--- src/rtl/factor_game_ctrl.sv ---
// Round sequencer for the prime-factorization game: steps through one round,
// divides the question by each confirmed prime and keeps a one-digit score.
//
//   state      | meaning
//   -----------+----------------------------------------------------------
//   S_IDLE     | waiting for start, score held
//   S_READY    | countdown before the question is sampled from qin
//   S_QUESTION | question shown for a fixed time
//   S_INPUT    | player picks a prime with next/ok, timeout running
//   S_CHECK    | divides work by p through repeated subtraction
//   S_WRONG    | chosen prime was not a factor
//   S_GOOD     | remaining value reached 1, round won
//   S_OUCH     | no factor was accepted before the timeout
module factor_game_ctrl #(
   parameter int READY_CYC     = 4,
   parameter int QUE_CYC       = 8,
   parameter int INPUT_TIMEOUT = 1000,
   parameter int RESULT_CYC    = 16
) (
   input  logic       clk,
   input  logic       rst,
   input  logic       start,
   input  logic       next,
   input  logic       ok,
   input  logic [7:0] qin,
   output logic [3:0] state,
   output logic [3:0] din,
   output logic [3:0] que,
   output logic [7:0] rem,
   output logic [3:0] score
);

   typedef enum logic [3:0] {
      S_IDLE     = 4'b0000,
      S_READY    = 4'b0010,
      S_QUESTION = 4'b0011,
      S_INPUT    = 4'b0100,
      S_CHECK    = 4'b0101,
      S_WRONG    = 4'b0111,
      S_GOOD     = 4'b1000,
      S_OUCH     = 4'b1001
   } state_t;

   // One shared down-counter; each timed state reloads it on entry and
   // leaves when it reaches zero, so a load of N-1 gives N cycles.
   localparam logic [15:0] READY_TC  = 16'(READY_CYC - 1);
   localparam logic [15:0] QUE_TC    = 16'(QUE_CYC - 1);
   localparam logic [15:0] INPUT_TC  = 16'(INPUT_TIMEOUT - 1);
   localparam logic [15:0] RESULT_TC = 16'(RESULT_CYC - 1);

   state_t      st;
   logic [15:0] tmr;
   logic [7:0]  work;
   logic [7:0]  quo;
   logic [3:0]  p;

   function automatic logic [3:0] prime_of(input logic [3:0] idx);
      case (idx)
         4'd1:    prime_of = 4'd2;
         4'd2:    prime_of = 4'd3;
         4'd3:    prime_of = 4'd5;
         default: prime_of = 4'd7;
      endcase
   endfunction

   function automatic logic [3:0] sat_inc(input logic [3:0] v);
      sat_inc = (v >= 4'd9) ? 4'd9 : v + 4'd1;
   endfunction

   assign state = st;

   always_ff @(posedge clk) begin
      if (rst) begin
         st    <= S_IDLE;
         din   <= 4'd0;
         que   <= 4'd0;
         rem   <= 8'd0;
         score <= 4'd0;
         tmr   <= 16'd0;
         work  <= 8'd0;
         quo   <= 8'd0;
         p     <= 4'd0;
      end else begin
         case (st)
            S_IDLE: begin
               if (start) begin
                  st  <= S_READY;
                  que <= 4'd0;
                  din <= 4'd0;
                  tmr <= READY_TC;
               end
            end
            S_READY: begin
               if (tmr == 16'd0) begin
                  rem <= qin;
                  // Questions below 2 have no prime factors: count again.
                  if (qin >= 8'd2) begin
                     st  <= S_QUESTION;
                     tmr <= QUE_TC;
                  end else begin
                     tmr <= READY_TC;
                  end
               end else begin
                  tmr <= tmr - 16'd1;
               end
            end
            S_QUESTION: begin
               if (tmr == 16'd0) begin
                  st  <= S_INPUT;
                  din <= 4'd0;
                  tmr <= INPUT_TC;
               end else begin
                  tmr <= tmr - 16'd1;
               end
            end
            S_INPUT: begin
               if (ok && din != 4'd0) begin
                  st   <= S_CHECK;
                  p    <= prime_of(din);
                  work <= rem;
                  quo  <= 8'd0;
               end else begin
                  // ok with no prime selected still swallows a coincident next
                  if (next && !ok)
                     din <= (din == 4'd4) ? 4'd1 : din + 4'd1;
                  if (tmr == 16'd0) begin
                     st  <= S_OUCH;
                     tmr <= RESULT_TC;
                  end else begin
                     tmr <= tmr - 16'd1;
                  end
               end
            end
            S_CHECK: begin
               if (work >= {4'd0, p}) begin
                  work <= work - {4'd0, p};
                  quo  <= quo + 8'd1;
               end else if (work == 8'd0) begin
                  rem <= quo;
                  que <= sat_inc(que);
                  if (quo == 8'd1) begin
                     st    <= S_GOOD;
                     score <= sat_inc(score);
                     tmr   <= RESULT_TC;
                  end else begin
                     st  <= S_INPUT;
                     tmr <= INPUT_TC;
                  end
               end else begin
                  st  <= S_WRONG;
                  tmr <= RESULT_TC;
               end
            end
            S_WRONG, S_GOOD, S_OUCH: begin
               if (start) begin
                  st  <= S_READY;
                  que <= 4'd0;
                  din <= 4'd0;
                  tmr <= READY_TC;
               end else if (tmr == 16'd0) begin
                  st <= S_IDLE;
               end else begin
                  tmr <= tmr - 16'd1;
               end
            end
            default: st <= S_IDLE;
         endcase
      end
   end

endmodule

--- config.mk ---
export PLATFORM = sky130hd
export DESIGN_NAME = factor_game_ctrl
export DESIGN_NICKNAME = d
export VERILOG_FILES = /design/src/rtl/factor_game_ctrl.sv
export SDC_FILE = /design/constraint.sdc
export NUM_CORES = 1
export LEC_CHECK = 0
export CORE_UTILIZATION = 64
export CTS_CLUSTER_SIZE = 28
export DETAILED_ROUTE_END_ITERATION = 6
export DONT_BUFFER_PORTS = 1
export GPL_TIMING_DRIVEN = 0
export PLACE_DENSITY = 0.77
export SLEW_MARGIN = 20
export SYNTH_ARGS = -nofsm -noshare
export SYNTH_HDL_FRONTEND = slang
export SYNTH_SLANG_ARGS = --single-unit
--- constraint.sdc ---
create_clock -name clk -period 3.45 [get_ports clk]
set_input_delay 0.5175 -clock clk [delete_from_list [all_inputs] [get_ports clk]]
set_output_delay 0.5175 -clock clk [all_outputs]
set_load 0.01 [all_outputs]
# Word level (Yosys, flattened, before mapping)
# Index checks and enable logic that the tools add are counted.
classes:
  add_sub_neg: 6
  magnitude_cmp: 4
  eq_ne: 26
  n_mux: 45
  n_bitwise: 1
  reduce_logical: 22
op_table:
  columns: ["op", "count"]
  rows:
  - ["$mux 16", 9]
  - ["$pmux 16 s6", 1]
  - ["$mux 4", 19]
  - ["$mux 8", 7]
  - ["$pmux 8 s2", 3]
  - ["$pmux 4 s6", 1]
  - ["$ne 2x2->1 const B", 10]
  - ["$eq 4x2->1 const B", 4]
  - ["$eq 4x3->1 const B", 4]
  - ["$logic_not 16->1", 1]
  - ["$sub 16x1->16 const B", 1]
  - ["$add 4x1->4 const B", 3]
  - ["$pmux 4 s3", 1]
  - ["$reduce_and 4->1", 3]
  - ["$mux 10", 1]
  - ["$reduce_and 5->1", 2]
  - ["$ne 3x3->1 const B", 3]
  - ["$pmux 3 s3", 1]
  - ["$add 8x1->8 const B", 1]
  - ["$eq 4x4->1 const B", 2]
  - ["$eq 8x1->1 const B", 1]
  - ["$ge 4x4->1 const B", 2]
  - ["$ge 8x2->1 const B", 1]
  - ["$ge 8x4->1", 1]
  - ["other kinds (19)", 22]
totals:
  register_bits: 60
  inputBits: 13
  output_inout_bits: 24
  word_cells: 113

# Depth between registers and ports, before layout
# Gate-level depths: netlist (run 1).
depth:
  word_depth: 5
  depth_mapped: 10

# Worst setup path before layout (run 1)
# No wires, ideal clock.
synth_timing:
  path_type: "register -> register"
  start: "register work[0]"
  end: "register work[5]"
  setup_time_ns: 0.117
  arrival_ns: 2.437
  t_required_ns: 3.333
  path_slack_ns: 0.895
  path_stages_with_launch: 10
  period_less_slack_ns: 2.555
  path_cell_list: "dfxtp_1 -> inv_1 -> ha_1 -> fa_1 -> a21boi_0 -> o211a_2 -> a2111oi_2 -> buf_2 -> o21ai_0 -> a32o_1"
synth_via:
  elab_chain_cells: 3
  elab_cells_between_ends: 6
  classes_between: "add/sub (1); order compare (1); eq/ne (1); mux (2); reduce/logical (1)"
synth_lines:
  columns: ["element", "line", "source"]
  rows:
  - ["start, declared", "53", "logic [7:0] work;"]
  - ["start signal, assigned", "120", "work <= rem;"]
  - ["start signal, assigned", "136", "work <= work - {4'd0, p};"]
  - ["$sub 8x4->8 or $ge 8x4->1 (tied branches)", "136, 135", null]
  - ["$mux 8 or $ne 2x2->1 (tied branches)", null, null]
  - ["$pmux 8 s2 or $reduce_and 3->1 (tied branches)", null, null]
# Parallel ways exist; a longest one is shown, timed or not. The select of a mux whose other input is x is not followed.
# A chain may end at the register's enable or synchronous reset.

# Final worst setup path (run 1)
layout_timing:
  start: "register work[0]"
  end: "register work[2]"
# Same word-level chain as after synthesis.

==> results of run 1 <==
[sequential cells by signal, indices dropped and copies added (netlist names)]
signal  count
din         4
score       4
state       4
que         4
quo         8
work        8
rem         8
p           3
tmr        16
[through the flow]
step,power (mW),std cells
floorplan,2.37,492
global placement,2.69,567
detailed placement,2.73,567
CTS,3.35,581
global route,3.60,581
finish,3.36,581
[critical path, cell delays in order (launching register included)]
cell,delay [ns]
dfxtp_1,0.34
inv_1,0.06
ha_1,0.22
fa_1,0.41
a21boi_0,0.14
o211a_2,0.32
a2111oi_2,0.61
clkbuf_1,0.41
nor2_1,0.07
a211oi_1,0.23
[kinds of logic (layout without fill, tap and decap cells)]
logic type,after synthesis,in the layout,share of synthesized area [%]
fa+ha+maj,17,17,5.59
mux,3,3,0.794
compound gates,127,127,23.9
xor+xnor,19,19,4.22
buf+inv,45,59,4.89
simple gates,222,222,30.6
flops,59,59,30.0
[how the worst max path moves through the flow]
stage / end / depth (start not counted)
floorplan: work[5] / 9
global placement: work[5] / 9
detailed placement: work[7] / 9
CTS: work[5] / 9
global route: work[1] / 10
finish: work[2] / 9
[metal layers]
metal | part of all wire, % | vias to the layer above
met5 | 0 | -
met2 | 48 | 112
li1 | - | 1834
met3 | 5.3 | 27
met4 | 3.0 | 0
met1 | 44 | 1766
[cell type report]
cell class | count | area share, %
plain buffers | 26 | 2.88
clock buffers | 11 | 3.35
clock inverters | 3 | 0.950
inverters | 19 | 1.69
multi-input cells | 388 | 60.9
flip-flops and latches | 59 | 28.0
well taps | 75 | 2.23
[cells in the mapped netlist (5+ instances only)]
master    instances  area (um^2)
inv_1            18         67.6
a311oi_1         11         96.3
dfxtp_1          59         1180
o21ai_0          25          125
nand3_1          10         50.1
a21oi_1          25          125
nor4_1           11         68.8
nand4_1           6         37.5
ha_1             16          200
a211oi_1          7         52.6
xor2_1            8         70.1
nand2_1          48          180
clkbuf_1         14         52.6
nand2b_1          6         37.5
o21ai_1           5         25.0
nor3_1           26          130
nor2b_1          11         68.8
a22o_1            5         43.8
buf_2            10         50.1
xnor2_1          11         96.3
and2_1            5         31.3
nor2_1           60          225
[where the power goes]
group	switching, mW	internal [mW]	leakage [nW]	total [mW]
clock	0.263	0.343	0.0950	0.606
sequential	0.173	0.803	0.478	0.976
combinational	1.05	0.735	0.978	1.78
==> impl_metrics.py, run 1 <==
metrics = {
    "clock_tree": {
        "cts_buffers": 9,
        "clock_latency_ns": 0.35,
        "cts_tree": "done",
        "cts_hold_repair.buffers": 0,
        "clkTransAtPathRegs_ns": 0.07,
        "cts_resized": 0,
        "htreeDepth": 3,
        "post_cts.repair.setup_buffers": 0,
        "clock_sinks": 59,
        "clk_path_buf_depth": 2,
        "cts-root-buf": "clkbuf_8",
    },
    "detailed_routing": {
        "drc": 0,
        "first_iter_violations": 214,
        "wl_um": 10000,
        "wl_per_cell_um": 17.3,
        "dr.pass1.iters": 4,
        "post_drt_via_cell_ratio": 6.44,
        "ant_nets": 0,
        "via_count": 3739,
    },
    "setup_path": {
        "critPathLaunchType": "flop",
        "critical_path_class": "flop to flop",
        "cp_max_fo": 10,
        "r2r-start": "work[0]",
        "crit_path_end_kind": "flop",
        "crit_required_ns": 3.70,
        "r2r_slack_ns": 0.54,
        "crit_start": "work[0]",
        "r2r_cells": 9,
        "worstPathArrival_ns": 3.17,
        "r2r-end": "work[2]",
    },
    "min_path": {
        "whs_endpoint": "rem[5]",
        "worstHoldStart": "qin[5]",
        "hold_depth": 2,
        "hold_class": "input pin to flop",
    },
    "synth": {
        "yosys_warnings": 0,
        "synthArstFlopShare_pct": 0,
        "synth-seq-cells": 59,
        "synth_area_per_cell_um2": 8.01,
        "synthFlopType": "dfxtp_1",
        "synthDistinctLibCells": 78,
        "synth-edff-count": 0,
        "yosysSeqAreaShare_pct": 30.0,
        "synth.net_count": 522,
        "syn-cell-area_um2": 3940,
        "syn-instance-count": 492,
    },
    "sta": {
        "drv_slew": 0,
        "fin_ws_ns": 0.536,
        "finalCritPeriodShare_pct": 84.5,
        "worstMarginPinSlew_ns": 1.01,
        "fin_hold_ws_ns": 0.330,
        "slew-limit-headroom_pct": 32.8,
        "skew_ns": 0.0115,
        "fmax_mhz": 343,
        "rsz0062_at_grt": "false",
        "hold_violations": 0,
        "min_period_ns": 2.91,
        "finalSetupTns_ns": 0,
        "setup_viol": 0,
    },
    "floorplanning": {
        "start_util_pct": 66.6,
        "die_h_um": 80.5,
        "dieArea_um2": 6480,
        "die_w_um": 80.5,
        "coreArea_um2": 5920,
        "io_pins": 37,
        "rows": 28,
    },
    "global_routing": {
        "use_met3_pct": 7.61,
        "antenna_found_initial": 0,
        "grt_max_degree": 11,
        "overflow": 0,
        "use_met2_pct": 52.1,
        "grt_usage_pct": 31.9,
        "grt_first_pass_wirelength_um": 15600,
        "grt_pass1_vias": 3324,
        "busiest_layer": "met2",
        "use_met1_pct": 38.6,
    },
    "finish": {
        "final_nets": 533,
        "antenna_cells": 0,
        "n_fill_cell": 486,
        "register_area_um2": 1180,
        "drive_gt1_share_pct": 9.49,
        "fin_util_pct": 71.2,
        "final_common_cell": "nor2_1",
        "stdcell_area_um2": 4220,
        "final_cell_mix": "60 x nor2_1, 59 x dfxtp_1, 48 x nand2_1",
        "multi_input_area_um2": 2570,
        "area_growth_pct": 6.98,
    },
    "placement": {
        "place_area_um2": 4040,
        "portBuffers": 0,
        "globalplace.congestion": 0.958,
        "dpl_worst_slack_ns": 0.555,
        "dp_hpwl_um": 7420,
    },
    "run": {
        "max_cap_viol_count": 0,
    },
    "power_and_ir_drop": {
        "leakagePower_nw": 1.55,
        "ir_drop_uv": 638,
        "p_per_area_nw_per_um2": 798,
    },
    "run_status": {
        "status": "finished, final reports clean",
    },
}
(Power assumes the default switching activity.)
==> inputs of run 2 (changes only) <==
==> constraint.sdc (replaced) <==
create_clock -name clk -period 3 [get_ports clk]
set_input_delay 0.45 -clock clk [delete_from_list [all_inputs] [get_ports clk]]
set_output_delay 0.45 -clock clk [all_outputs]
set_load 0.01 [all_outputs]
==> run 2 against run 1 <==
  * Setup slack worse by 0.31 ns
  * Maximum frequency is 5.1% higher
  * Utilization is 0.23 points higher
  * Final cell count stayed put
  * Via count is 0.16% higher
  * Sequential cell count stayed put
  * Critical path type unchanged
  * Highest routed layer unchanged
==> impl_metrics.py, run 2 (same netlist as run 1, synthesis figures left out) <==
metrics = {
    "clock_tree": {
        "clock_sinks": 59,
        "clk_path_buf_depth": 2,
        "cts_resized": 0,
        "cts_hold_repair.buffers": 0,
        "cts-root-buf": "clkbuf_8",
        "post_cts.repair.setup_buffers": 0,
        "clkTransAtPathRegs_ns": 0.07,
        "htreeDepth": 3,
        "cts_tree": "done",
        "clock_latency_ns": 0.35,
        "cts_buffers": 9,
    },
    "detailed_routing": {
        "ant_nets": 0,
        "drc": 0,
        "wl_per_cell_um": 17.2,
        "wl_um": 9980,
        "first_iter_violations": 222,
        "dr.pass1.iters": 4,
        "post_drt_via_cell_ratio": 6.45,
        "via_count": 3745,
    },
    "setup_path": {
        "critPathLaunchType": "flop",
        "worstPathArrival_ns": 3.01,
        "crit_required_ns": 3.24,
        "critPathMaxStageDelay_ns": 0.49,
        "cp_num_cells": 9,
        "cp_max_fo": 10,
        "path_cells": "inv_1 -> ha_1 -> fa_1 -> a21boi_0 -> o211a_2 -> a2111oi_4 -> buf_2 -> o21ai_0 -> a32o_1",
        "cp_num_buf_inv": 2,
        "r2r_slack_ns": 0.23,
        "critical_path.slowest_cell": "a2111oi_4",
        "crit_path_end_kind": "flop",
        "r2r_cells": 9,
        "critical_path_class": "flop to flop",
        "crit_family": "compound AO/OA/AOI/OAI gates",
    },
    "placement": {
        "portBuffers": 0,
        "globalplace.congestion": 0.958,
        "dp_hpwl_um": 7420,
        "dp.cells": 567,
        "place_area_um2": 4040,
        "dpl_worst_slack_ns": 0.105,
    },
    "run_status": {
        "status": "finished, final reports clean",
    },
    "power_and_ir_drop": {
        "ir_drop_uv": 737,
        "leakagePower_nw": 1.55,
        "finalPower_mw": 3.87,
        "p_per_area_nw_per_um2": 915,
    },
    "run": {
        "max_cap_viol_count": 0,
    },
    "finish": {
        "top_register": "tmr",
        "antenna_cells": 0,
        "largest_reg_flops": 16,
        "n_fill_cell": 481,
        "stdcell_area_um2": 4230,
        "fin_util_pct": 71.4,
        "final_common_cell": "nor2_1",
        "area_growth_pct": 7.33,
        "drive_gt1_share_pct": 9.68,
        "stdcell_count": 581,
        "final_nets": 533,
        "final_cell_mix": "60 x nor2_1, 59 x dfxtp_1, 48 x nand2_1",
    },
    "floorplanning": {
        "rows": 28,
        "dieArea_um2": 6480,
        "die_h_um": 80.5,
        "start_util_pct": 66.6,
        "coreArea_um2": 5920,
        "die_w_um": 80.5,
        "io_pins": 37,
    },
    "sta": {
        "min_period_ns": 2.77,
        "finalCritPeriodShare_pct": 92.4,
        "skew_ns": 0.0101,
        "hold_violations": 0,
        "fin_ws_ns": 0.228,
        "rsz0062_at_grt": "false",
        "fin_hold_ws_ns": 0.261,
        "drv_slew": 0,
        "fmax_mhz": 361,
        "slew-limit-headroom_pct": 34.2,
        "setup_viol": 0,
        "worstMarginPinSlew_ns": 0.985,
        "finalSetupTns_ns": 0,
    },
    "global_routing": {
        "antenna_found_initial": 0,
        "grt_usage_pct": 31.9,
        "grt_pass1_vias": 3324,
        "grt_first_pass_wirelength_um": 15600,
        "overflow": 0,
        "grt_max_degree": 11,
    },
    "min_path": {
        "hold_class": "input pin to flop",
        "hold_depth": 2,
    },
}
[run 2: report_power, final]
| group | internal [mW] | switching [mW] | total [mW] |
|---|---|---|---|
| sequential | 0.923 | 0.200 | 1.12 |
| combinational | 0.846 | 1.20 | 2.05 |
| clock | 0.394 | 0.303 | 0.697 |
| total | 2.16 | 1.71 | 3.87 |
[run 2: layout make-up]
| class | count | area, um^2 | area share (%) |
|---|---|---|---|
| buffer | 26 | 123 | 2.90 |
| clock buffer | 11 | 141 | 3.34 |
| clock inverter | 3 | 40.0 | 0.946 |
| inverter | 19 | 71.3 | 1.69 |
| multi-input combinational | 388 | 2580 | 61.0 |
| sequential | 59 | 1180 | 27.9 |
| tap | 75 | 93.8 | 2.22 |
[run 2: worst register-to-register path, cell delays in order, from the launching register on]
cell and delay (ns):
dfxtp_1 0.34, inv_1 0.06, ha_1 0.22, fa_1 0.41, a21boi_0 0.14, o211a_2 0.33
a2111oi_4 0.49, buf_2 0.28, o21ai_0 0.11, a32o_1 0.28
[run 2: path summary, 6_finish.rpt]
check                             start       to
worst min register to register   tmr[3]   tmr[3]
worst max-delay path            work[0]  work[7]
worst max register to register  work[0]  work[7]
worst min-delay path             qin[5]   rem[5]
[run 2: metal layers]
layer  vias to the layer above  share of wire (%)  global-route usage [%]
met5                         -                  0                       0
met4                         0                3.4                    16.8
met3                        31                5.5                    7.61
met2                       119                 47                    52.1
met1                      1751                 44                    38.6
li1                       1844                  -                       -
